**src/rtl/ucode_pkg.sv**
```systemverilog
// Shared types and helpers for the microcode sequencer family:
// state encoding and descriptor-table slicing.
package ucode_pkg;

  // Sequencer control states
  typedef enum logic {
    IDLE = 1'b0,
    RUN  = 1'b1
  } state_e;

  // Each descriptor table packs one ADDR_W field per program, program 0 in the LSBs
  function automatic int desc_lsb(input int idx, input int field_w);
    return idx * field_w;
  endfunction

endpackage

```
**src/rtl/ucode_out_stage.sv**
```systemverilog
// Single-entry valid/ready output register with synchronous flush.
// Accepts a new word whenever it is empty or being drained this cycle.
module ucode_out_stage #(
  parameter int W = 62
) (
  input  logic         clk,
  input  logic         rst_ni,
  input  logic         flush_i,
  input  logic         in_valid_i,
  output logic         in_ready_o,
  input  logic [W-1:0] in_data_i,
  output logic         out_valid_o,
  input  logic         out_ready_i,
  output logic [W-1:0] out_data_o
);

  logic         valid_q, valid_d;
  logic [W-1:0] data_q, data_d;

  assign in_ready_o  = ~valid_q | out_ready_i;
  assign out_valid_o = valid_q;
  assign out_data_o  = data_q;

  // Next-state: flush empties, load replaces, a drain without load empties
  always_comb begin
    valid_d = valid_q;
    data_d  = data_q;
    if (flush_i) begin
      valid_d = 1'b0;
      data_d  = '0;
    end else if (in_valid_i && in_ready_o) begin
      valid_d = 1'b1;
      data_d  = in_data_i;
    end else if (out_ready_i) begin
      valid_d = 1'b0;
    end
  end

  // Register with asynchronous active-low reset
  always_ff @(posedge clk or negedge rst_ni) begin
    if (!rst_ni) begin
      valid_q <= 1'b0;
      data_q  <= '0;
    end else begin
      valid_q <= valid_d;
      data_q  <= data_d;
    end
  end

endmodule

```
**src/rtl/ucode_sequencer.sv**
```systemverilog
// Parametrised microcode sequencer: looks up a program's offset/length from
// the descriptor tables, walks an external combinational ROM and emits one
// registered micro-op per cycle over a valid/ready channel.
// Optional macro UCODE_REPEAT_EN adds start_repeat (extra passes per program).
module ucode_sequencer
  import ucode_pkg::*;
#(
  parameter int NPROG   = 16,
  parameter int PROG_W  = 4,
  parameter int ADDR_W  = 5,
  parameter int UWORD_W = 56,
  parameter int REP_W   = 8
) (
  input  logic                    clk,
  input  logic                    reset,
  input  logic                    start_valid,
  output logic                    start_ready,
  input  logic [PROG_W-1:0]       start_prog,
`ifdef UCODE_REPEAT_EN
  input  logic [REP_W-1:0]        start_repeat,
`endif
  input  logic [NPROG*ADDR_W-1:0] prog_offset_tbl,
  input  logic [NPROG*ADDR_W-1:0] prog_length_tbl,
  output logic [ADDR_W-1:0]       rom_addr,
  input  logic [UWORD_W-1:0]      rom_data,
  input  logic                    flush,
  output logic                    uop_valid,
  input  logic                    uop_ready,
  output logic [UWORD_W-1:0]      uop_word,
  output logic                    uop_last,
  output logic [ADDR_W-1:0]       uop_index,
  output logic                    done,
  output logic                    bad_prog,
  output logic                    busy
);

  localparam int OUT_W = UWORD_W + ADDR_W + 1;
  localparam logic [PROG_W:0] NPROG_C = (PROG_W + 1)'(NPROG);

  state_e            state_q, state_d;
  logic [ADDR_W-1:0] count_q, count_d;
  logic [ADDR_W-1:0] offset_q, offset_d;
  logic [ADDR_W-1:0] length_q, length_d;
  logic              done_q, done_d;
  logic              bad_q, bad_d;
  logic [ADDR_W-1:0] sel_offset, sel_length;
  logic              prog_bad, accept, load, last_step, final_pass;
  logic              stage_ready;
  logic [OUT_W-1:0]  stage_in, stage_out;

`ifdef UCODE_REPEAT_EN
  logic [REP_W-1:0]  rep_q, rep_d;
  assign final_pass = (rep_q == '0);
`else
  assign final_pass = 1'b1;
`endif

  assign prog_bad    = {1'b0, start_prog} >= NPROG_C;
  assign start_ready = (state_q == IDLE) & ~flush;
  assign accept      = start_valid & start_ready;
  assign rom_addr    = offset_q + count_q;
  assign last_step   = (count_q == length_q);
  assign load        = (state_q == RUN) & stage_ready & ~flush;
  assign stage_in    = {rom_data, count_q, last_step & final_pass};

  assign uop_word  = stage_out[OUT_W-1 -: UWORD_W];
  assign uop_index = stage_out[ADDR_W:1];
  assign uop_last  = stage_out[0];
  assign done      = done_q;
  assign bad_prog  = bad_q;
  assign busy      = (state_q == RUN) | uop_valid;

  // Descriptor lookup; out-of-range programs select zero and are rejected anyway
  always_comb begin
    sel_offset = '0;
    sel_length = '0;
    for (int i = 0; i < NPROG; i++) begin
      if (start_prog == PROG_W'(i)) begin
        sel_offset = prog_offset_tbl[desc_lsb(i, ADDR_W) +: ADDR_W];
        sel_length = prog_length_tbl[desc_lsb(i, ADDR_W) +: ADDR_W];
      end
    end
  end

  // Control FSM next-state: flush dominates, then accept (IDLE) or step (RUN)
  always_comb begin
    state_d  = state_q;
    count_d  = count_q;
    offset_d = offset_q;
    length_d = length_q;
`ifdef UCODE_REPEAT_EN
    rep_d    = rep_q;
`endif
    bad_d    = accept & prog_bad;
    done_d   = uop_valid & uop_ready & uop_last & ~flush;
    if (flush) begin
      state_d = IDLE;
      count_d = '0;
`ifdef UCODE_REPEAT_EN
      rep_d   = '0;
`endif
    end else if (accept) begin
      if (!prog_bad) begin
        state_d  = RUN;
        count_d  = '0;
        offset_d = sel_offset;
        length_d = sel_length;
`ifdef UCODE_REPEAT_EN
        rep_d    = start_repeat;
`endif
      end
    end else if (load) begin
      count_d = count_q + 1'b1;
      if (last_step) begin
`ifdef UCODE_REPEAT_EN
        if (rep_q != '0) begin
          rep_d   = rep_q - 1'b1;
          count_d = '0;
        end else begin
          state_d = IDLE;
        end
`else
        state_d = IDLE;
`endif
      end
    end
  end

  // Control registers with asynchronous active-low reset
  always_ff @(posedge clk or negedge reset) begin
    if (!reset) begin
      state_q  <= IDLE;
      count_q  <= '0;
      offset_q <= '0;
      length_q <= '0;
      done_q   <= 1'b0;
      bad_q    <= 1'b0;
`ifdef UCODE_REPEAT_EN
      rep_q    <= '0;
`endif
    end else begin
      state_q  <= state_d;
      count_q  <= count_d;
      offset_q <= offset_d;
      length_q <= length_d;
      done_q   <= done_d;
      bad_q    <= bad_d;
`ifdef UCODE_REPEAT_EN
      rep_q    <= rep_d;
`endif
    end
  end

  ucode_out_stage #(
    .W (OUT_W)
  ) u_out_stage (
    .clk         (clk),
    .rst_ni      (reset),
    .flush_i     (flush),
    .in_valid_i  (load),
    .in_ready_o  (stage_ready),
    .in_data_i   (stage_in),
    .out_valid_o (uop_valid),
    .out_ready_i (uop_ready),
    .out_data_o  (stage_out)
  );

endmodule
```
**config.mk**
```make
export PLATFORM = sky130hd
export DESIGN_NAME = ucode_sequencer
export DESIGN_NICKNAME = d
export VERILOG_FILES = /design/src/rtl/ucode_pkg.sv /design/src/rtl/ucode_out_stage.sv /design/src/rtl/ucode_sequencer.sv
export SDC_FILE = /design/constraint.sdc
export NUM_CORES = 1
export LEC_CHECK = 0
export CORE_MARGIN = 1
export CORE_UTILIZATION = 25
export CTS_CLUSTER_SIZE = 30
export DETAILED_ROUTE_END_ITERATION = 6
export PLACE_DENSITY = 0.65
export SLEW_MARGIN = 0
export SYNTH_ARGS = -nofsm -noshare
export SYNTH_HDL_FRONTEND = slang
export SYNTH_SLANG_ARGS = --single-unit
export TNS_END_PERCENT = 20
```
**constraint.sdc**
```tcl
create_clock -name clk -period 2.7 [get_ports clk]
set_input_delay 0.405 -clock clk [delete_from_list [all_inputs] [get_ports clk]]
set_output_delay 0.405 -clock clk [all_outputs]
set_load 0.02 [all_outputs]
```
## Yosys cells after proc, flatten, opt, wreduce, memory -nomap -nowiden

Index checks and enable logic that the tools add are counted.
W data, S select, Z words.

| cells by class | value |
|---|---|
| reductions and logical operators | 8 |
| bitwise logic cells | 12 |
| eq/ne operators | 16 |
| mux-type cells | 44 |
| $add $sub $neg | 2 |

Operators with widths:

| kind | number |
|---|---|
| $mux W5 | 35 |
| $mux W62 | 2 |
| $eq A4 B4 Y1 const B | 8 |
| $eq A4 B3 Y1 const B | 4 |
| $reduce_bool A3 Y1 | 3 |
| $eq A4 B2 Y1 const B | 2 |
| $and A1 B1 Y1 | 7 |
| $mux W1 | 7 |
| $add A5 B1 Y5 const B | 1 |
| $add A5 B5 Y5 | 1 |
| $eq A5 B5 Y1 | 1 |
| $eq A4 B1 Y1 const B | 1 |
| $logic_not A4 Y1 | 1 |
| $reduce_and A2 Y1 | 2 |
| $not A1 Y1 | 3 |
| $or A1 B1 Y1 | 2 |
| $reduce_bool A2 Y1 | 1 |
| $logic_and A1 B1 Y1 | 1 |

| storage, ports and cells | value |
|---|---|
| register bits | 80 |
| output and inout port bits | 72 |

## Longest topological paths before layout

| depth | value |
|---|---|
| word-level depth | 17 |
| mapped depth | 8 |

## Cells and area by module

A second synthesis with hierarchy kept.

| unflattened totals | value |
|---|---|
| cell total of the unflattened synthesis | 632 |
| area total of the unflattened synthesis | 5883.1 sq um |

By module, submodules not included:

| module | area an instance (sq um) | cells an instance | times used |
|---|---|---|---|
| ucode_out_stage | 3190.6 | 287 | 1 |
| ucode_sequencer | 2692.6 | 345 | 1 |

## Worst setup path after synthesis

OpenSTA, ideal clock, no wires.

| path | value |
|---|---|
| path kind | reg-to-output |
| from | register count_q[0] |
| to | output port rom_addr[4] |
| path buffers | 0 |
| path slack | 0.652 ns |
| arrival | 1.643 ns |
| stages on the path, launching flop included | 8 |
| path through | dfrtp_1 > ha_1 > inv_1 > fa_1 > inv_1 > a21o_1 > a21oi_1 > xnor2_1 |

| between the ends | value |
|---|---|
| longest elaborated chain between the ends | 1 |

Ends and longest elaborated chain:

| what | RTL line | source |
|---|---|---|
| start: declaration | ucode_sequencer.sv:41 | `logic [ADDR_W-1:0] count_q, count_d;` |
| start signal: assignment | ucode_sequencer.sv:143 | `count_q <= count_d;` |
| $add A5 B5 Y5 | ucode_sequencer.sv:61 | `assign rom_addr = offset_q + count_q;` |
| end: declaration | ucode_sequencer.sv:24 | `output logic [ADDR_W-1:0] rom_addr,` |

Every way passes these cells.

## Final worst setup path

| path | value |
|---|---|
| from | register offset_q[0] |
| to | output port rom_addr[1] |

| between the ends | value |
|---|---|
| longest elaborated chain between the ends | 1 |

Ends and longest elaborated chain:

| what | RTL line | source |
|---|---|---|
| start: declaration | ucode_sequencer.sv:42 | `logic [ADDR_W-1:0] offset_q, offset_d;` |
| start signal: assignment | ucode_sequencer.sv:144 | `offset_q <= offset_d;` |
| $add A5 B5 Y5 | ucode_sequencer.sv:61 |  |

Every way passes these cells.

==> results.sh <==
export IMPL_grt_first_pass_wirelength_um=32100
export IMPL_max_clock_freq_ghz=0.391
export IMPL_detail_route_drc_violations=0
export IMPL_postRouteWirelength_um=20800
export IMPL_endpoint="rom_addr[1]"
export IMPL_drt_iter0_markers=245
export IMPL_cap_viol_max_count=0
export IMPL_layout_cells_most_common="sky130_fd_sc_hd__clkdlybuf4s50_1"
export IMPL_wl_per_cell_um=17.3
export IMPL_max_slew_margin_rel_pct=57.9
export IMPL_ys_ff_latch=80
export IMPL_worst_ep_arrival_time_ps=2150
export IMPL_worst_ep_required_time_ps=2300
export IMPL_synth_compound_gate_area_share_pct=26.2
export IMPL_placement_setup_worst_slack_ps=202
export IMPL_synth_adder_area_share_pct=1.57
export IMPL_period_minus_slack_ps=2560
export IMPL_start_util_pct=25.8
export IMPL_yosysWarnings=0
export IMPL_finalCritPeriodShare_pct=94.8
export IMPL_ff2ff_setup_slack_ps=920
export IMPL_synthesis_area_per_instance_um2=8.16
export IMPL_clock_sink_count=80
export IMPL_power_total_mw=3.87
export IMPL_gpl_final_weighted_congestion=0.846
export IMPL_synth_edff_count=0
export IMPL_route_detailed_vias_per_inst=4.91
export IMPL_core_area_mm2=0.0204
export IMPL_grt_antenna_before_repair=4
export IMPL_synthXorXnorAreaFrac_pct=2.16
export IMPL_final_setup_violation_count=0
export IMPL_simple_gate_fraction_of_synth_area_pct=19.6
export IMPL_hp_class="input port to asynchronous set/reset pin"
export IMPL_rows=52
export IMPL_timing_rr_start="state_q"
export IMPL_outcome="finished clean"
export IMPL_drt_pre_antenna_iters=5
export IMPL_power_density_cell_area_mw_per_mm2=436
export IMPL_synthDistinctLibCells=63
export IMPL_syn_instance_count=645
export IMPL_grt_total_usage_pct=19.2
export IMPL_critical_path_startpoint_category="register"
export IMPL_final_setup_worst_slack_ps=142
export IMPL_unrepaired_setup_endpoints_after_global_routing="false"
export IMPL_yosys_mux_area_fraction_pct=6.51
export IMPL_mappedNetlistNets=876
export IMPL_skew_ps=3.38
export IMPL_max_slew_violations=0
export IMPL_ir_drop_uv=296
export IMPL_detailroute_via_count=5896
export IMPL_final_layout_size_suffix_gt1_share_pct=6.91
export IMPL_rr_endpoint="length_q[0]"
export IMPL_dominantRegCellSynth="sky130_fd_sc_hd__dfrtp_1"
export IMPL_critPathCaptureType="output pin"
export IMPL_pin_count=297
export IMPL_largest_family_of_logic_cells_by_synthesized_area="compound AO/OA/AOI/OAI gates"
export IMPL_ant_nets=0
export IMPL_setup_tns_final_ps=0
export IMPL_final_hold_violation_count=0
export IMPL_critical_path_class="register to output pin"
export IMPL_final_cell_mix="sky130_fd_sc_hd__clkdlybuf4s50_1, sky130_fd_sc_hd__nand2_1, sky130_fd_sc_hd__dfrtp_1, sky130_fd_sc_hd__a21oi_1, sky130_fd_sc_hd__mux2i_1"
export IMPL_insertion_delay_ps=330
export IMPL_count_of_buffers_inserted_at_the_top_level_ports=295
export IMPL_grt_max_degree=81
export IMPL_p_leak_nw=3.64
export IMPL_syn2layout_area_growth_pct=68.8
export IMPL_final_nets=1152
export IMPL_cts_root_buf="sky130_fd_sc_hd__clkbuf_16"
export IMPL_async_reset_ff_share_pct=100
export IMPL_seq_area_frac_synth_pct=38.0
export IMPL_numCtsBuffers=9
export IMPL_grt_pass1_vias=5926
export IMPL_cp_max_fo=3
export IMPL_die_height_um=147
export IMPL_worst_slew_pin_slew_ps=631
export IMPL_chip_width_um=147
export IMPL_clock_tree_from_tritoncts="built"
export IMPL_gr_total_overflow=0
export IMPL_detailedPlacementHpwl_um=16400
export IMPL_cts_setup_buffers=0
export IMPL_area_of_the_mapped_netlist_mm2=0.00526
export IMPL_r2r_cells=5
export IMPL_clkTransAtPathRegs_ps=60
export IMPL_die_area_mm2=0.0216
export IMPL_setup_worst_path_start="offset_q[0]"
export IMPL_htree_levels=3
export IMPL_cts_max_path_bufs=2
-- sequential cells by signal (all words and copies together), names as in the netlist --
signal,count
u_out_stage.out_valid_o,1
state_q,1
length_q,5
offset_q,5
u_out_stage.out_data_o,62
done,1
count_q,5
-- layer usage --
layer	track usage [%]	part of all wire (%)	up-vias
li1	-	-	2857
met1	22.2	40	2720
met2	32.9	49	284
met3	5.12	8.5	35
met4	8.76	2.6	0
met5	0	0	-
-- area by class of cell --
type,count,area [µm²]
Antenna cell,4,10.0
Multi-Input combinational cell,496,2960
Tap cell,270,338
Sequential cell,80,2000
Clock buffer,10,229
Timing Repair Buffer,325,3220
Clock inverter,6,92.6
Fill cell,2094,11500
Inverter,9,33.8
-- kinds of logic after synthesis --
logic type / after synthesis
other: 1
adders and majority gates: 6
and+or+nand+nor: 234
DFF: 80
muxes: 33
buffers and inverters: 69
AOI/OAI and AO/OA: 209
xor gates and xnor gates: 13
-- metrics by stage --
step | utilization (%) | instance area [µm²] | hold WS [ps] | std cells
2_1_floorplan | - | 5260 | 109 | 645
3_3_place_gp | 41.9 | 8550 | 474 | 1180
3_5_place_dp | 41.9 | 8550 | 475 | 1180
4_1_cts | 43.4 | 8870 | 110 | 1196
5_1_grt | 43.5 | 8880 | 111 | 1200
6_report | 43.5 | 8880 | 97.2 | 1200
-- critical path: stages, from the launching register on --
cell and delay [ps]:
sky130_fd_sc_hd__dfrtp_1 400, sky130_fd_sc_hd__ha_1 210, sky130_fd_sc_hd__inv_1 80, sky130_fd_sc_hd__fa_1 420, sky130_fd_sc_hd__inv_1 60, sky130_fd_sc_hd__clkdlybuf4s50_1 650
-- power by group --
| part | internal (mW) | leakage [nW] | total [mW] | switching, mW |
|---|---|---|---|---|
| sequential | 1.28 | 1.06 | 1.34 | 0.0568 |
| clock | 0.815 | 0.149 | 1.32 | 0.507 |
| combinational | 0.656 | 2.42 | 1.22 | 0.559 |
-- worst min-delay path by stage --
stage | end | slack (ps) | depth (start not counted)
2_1_floorplan | count_q[0] | 110 | 0
3_5_place_dp | u_out_stage.out_data_o[31] | 470 | 2
3_3_place_gp | u_out_stage.out_data_o[31] | 470 | 2
4_1_cts | u_out_stage.out_data_o[31] | 110 | 2
5_1_grt | u_out_stage.out_data_o[31] | 110 | 2
6_report | u_out_stage.out_data_o[31] | 100 | 2
-- Yosys cell counts (8+ instances only) --
master                      number  share of area, %
sky130_fd_sc_hd__o22ai_1        12               1.4
sky130_fd_sc_hd__clkbuf_1       33               2.4
sky130_fd_sc_hd__nor3_1         12               1.1
sky130_fd_sc_hd__mux2i_1        32               6.1
sky130_fd_sc_hd__nand2_1       152                11
sky130_fd_sc_hd__a22oi_1         8               1.1
sky130_fd_sc_hd__a21oi_1        76               7.2
sky130_fd_sc_hd__dfrtp_1        80                38
sky130_fd_sc_hd__inv_1           9              0.64
sky130_fd_sc_hd__nor2_1         26               1.9
sky130_fd_sc_hd__nand2b_1       13               1.5
sky130_fd_sc_hd__o21ai_0        27               2.6
sky130_fd_sc_hd__buf_2          19               1.8
sky130_fd_sc_hd__o2bb2ai_1       8               1.3
sky130_fd_sc_hd__a2bb2oi_1       8               1.3
-- timing repair --
| item | 4_1_cts | 5_1_grt |
|---|---|---|
| hold buffers | 0 | 0 |
| setup endpoints to repair | 2 | 1 |
| endpoints found under the hold margin | 0 | 0 |
| gates resized for setup | 2 | 1 |
(Power assumes the default switching activity.)
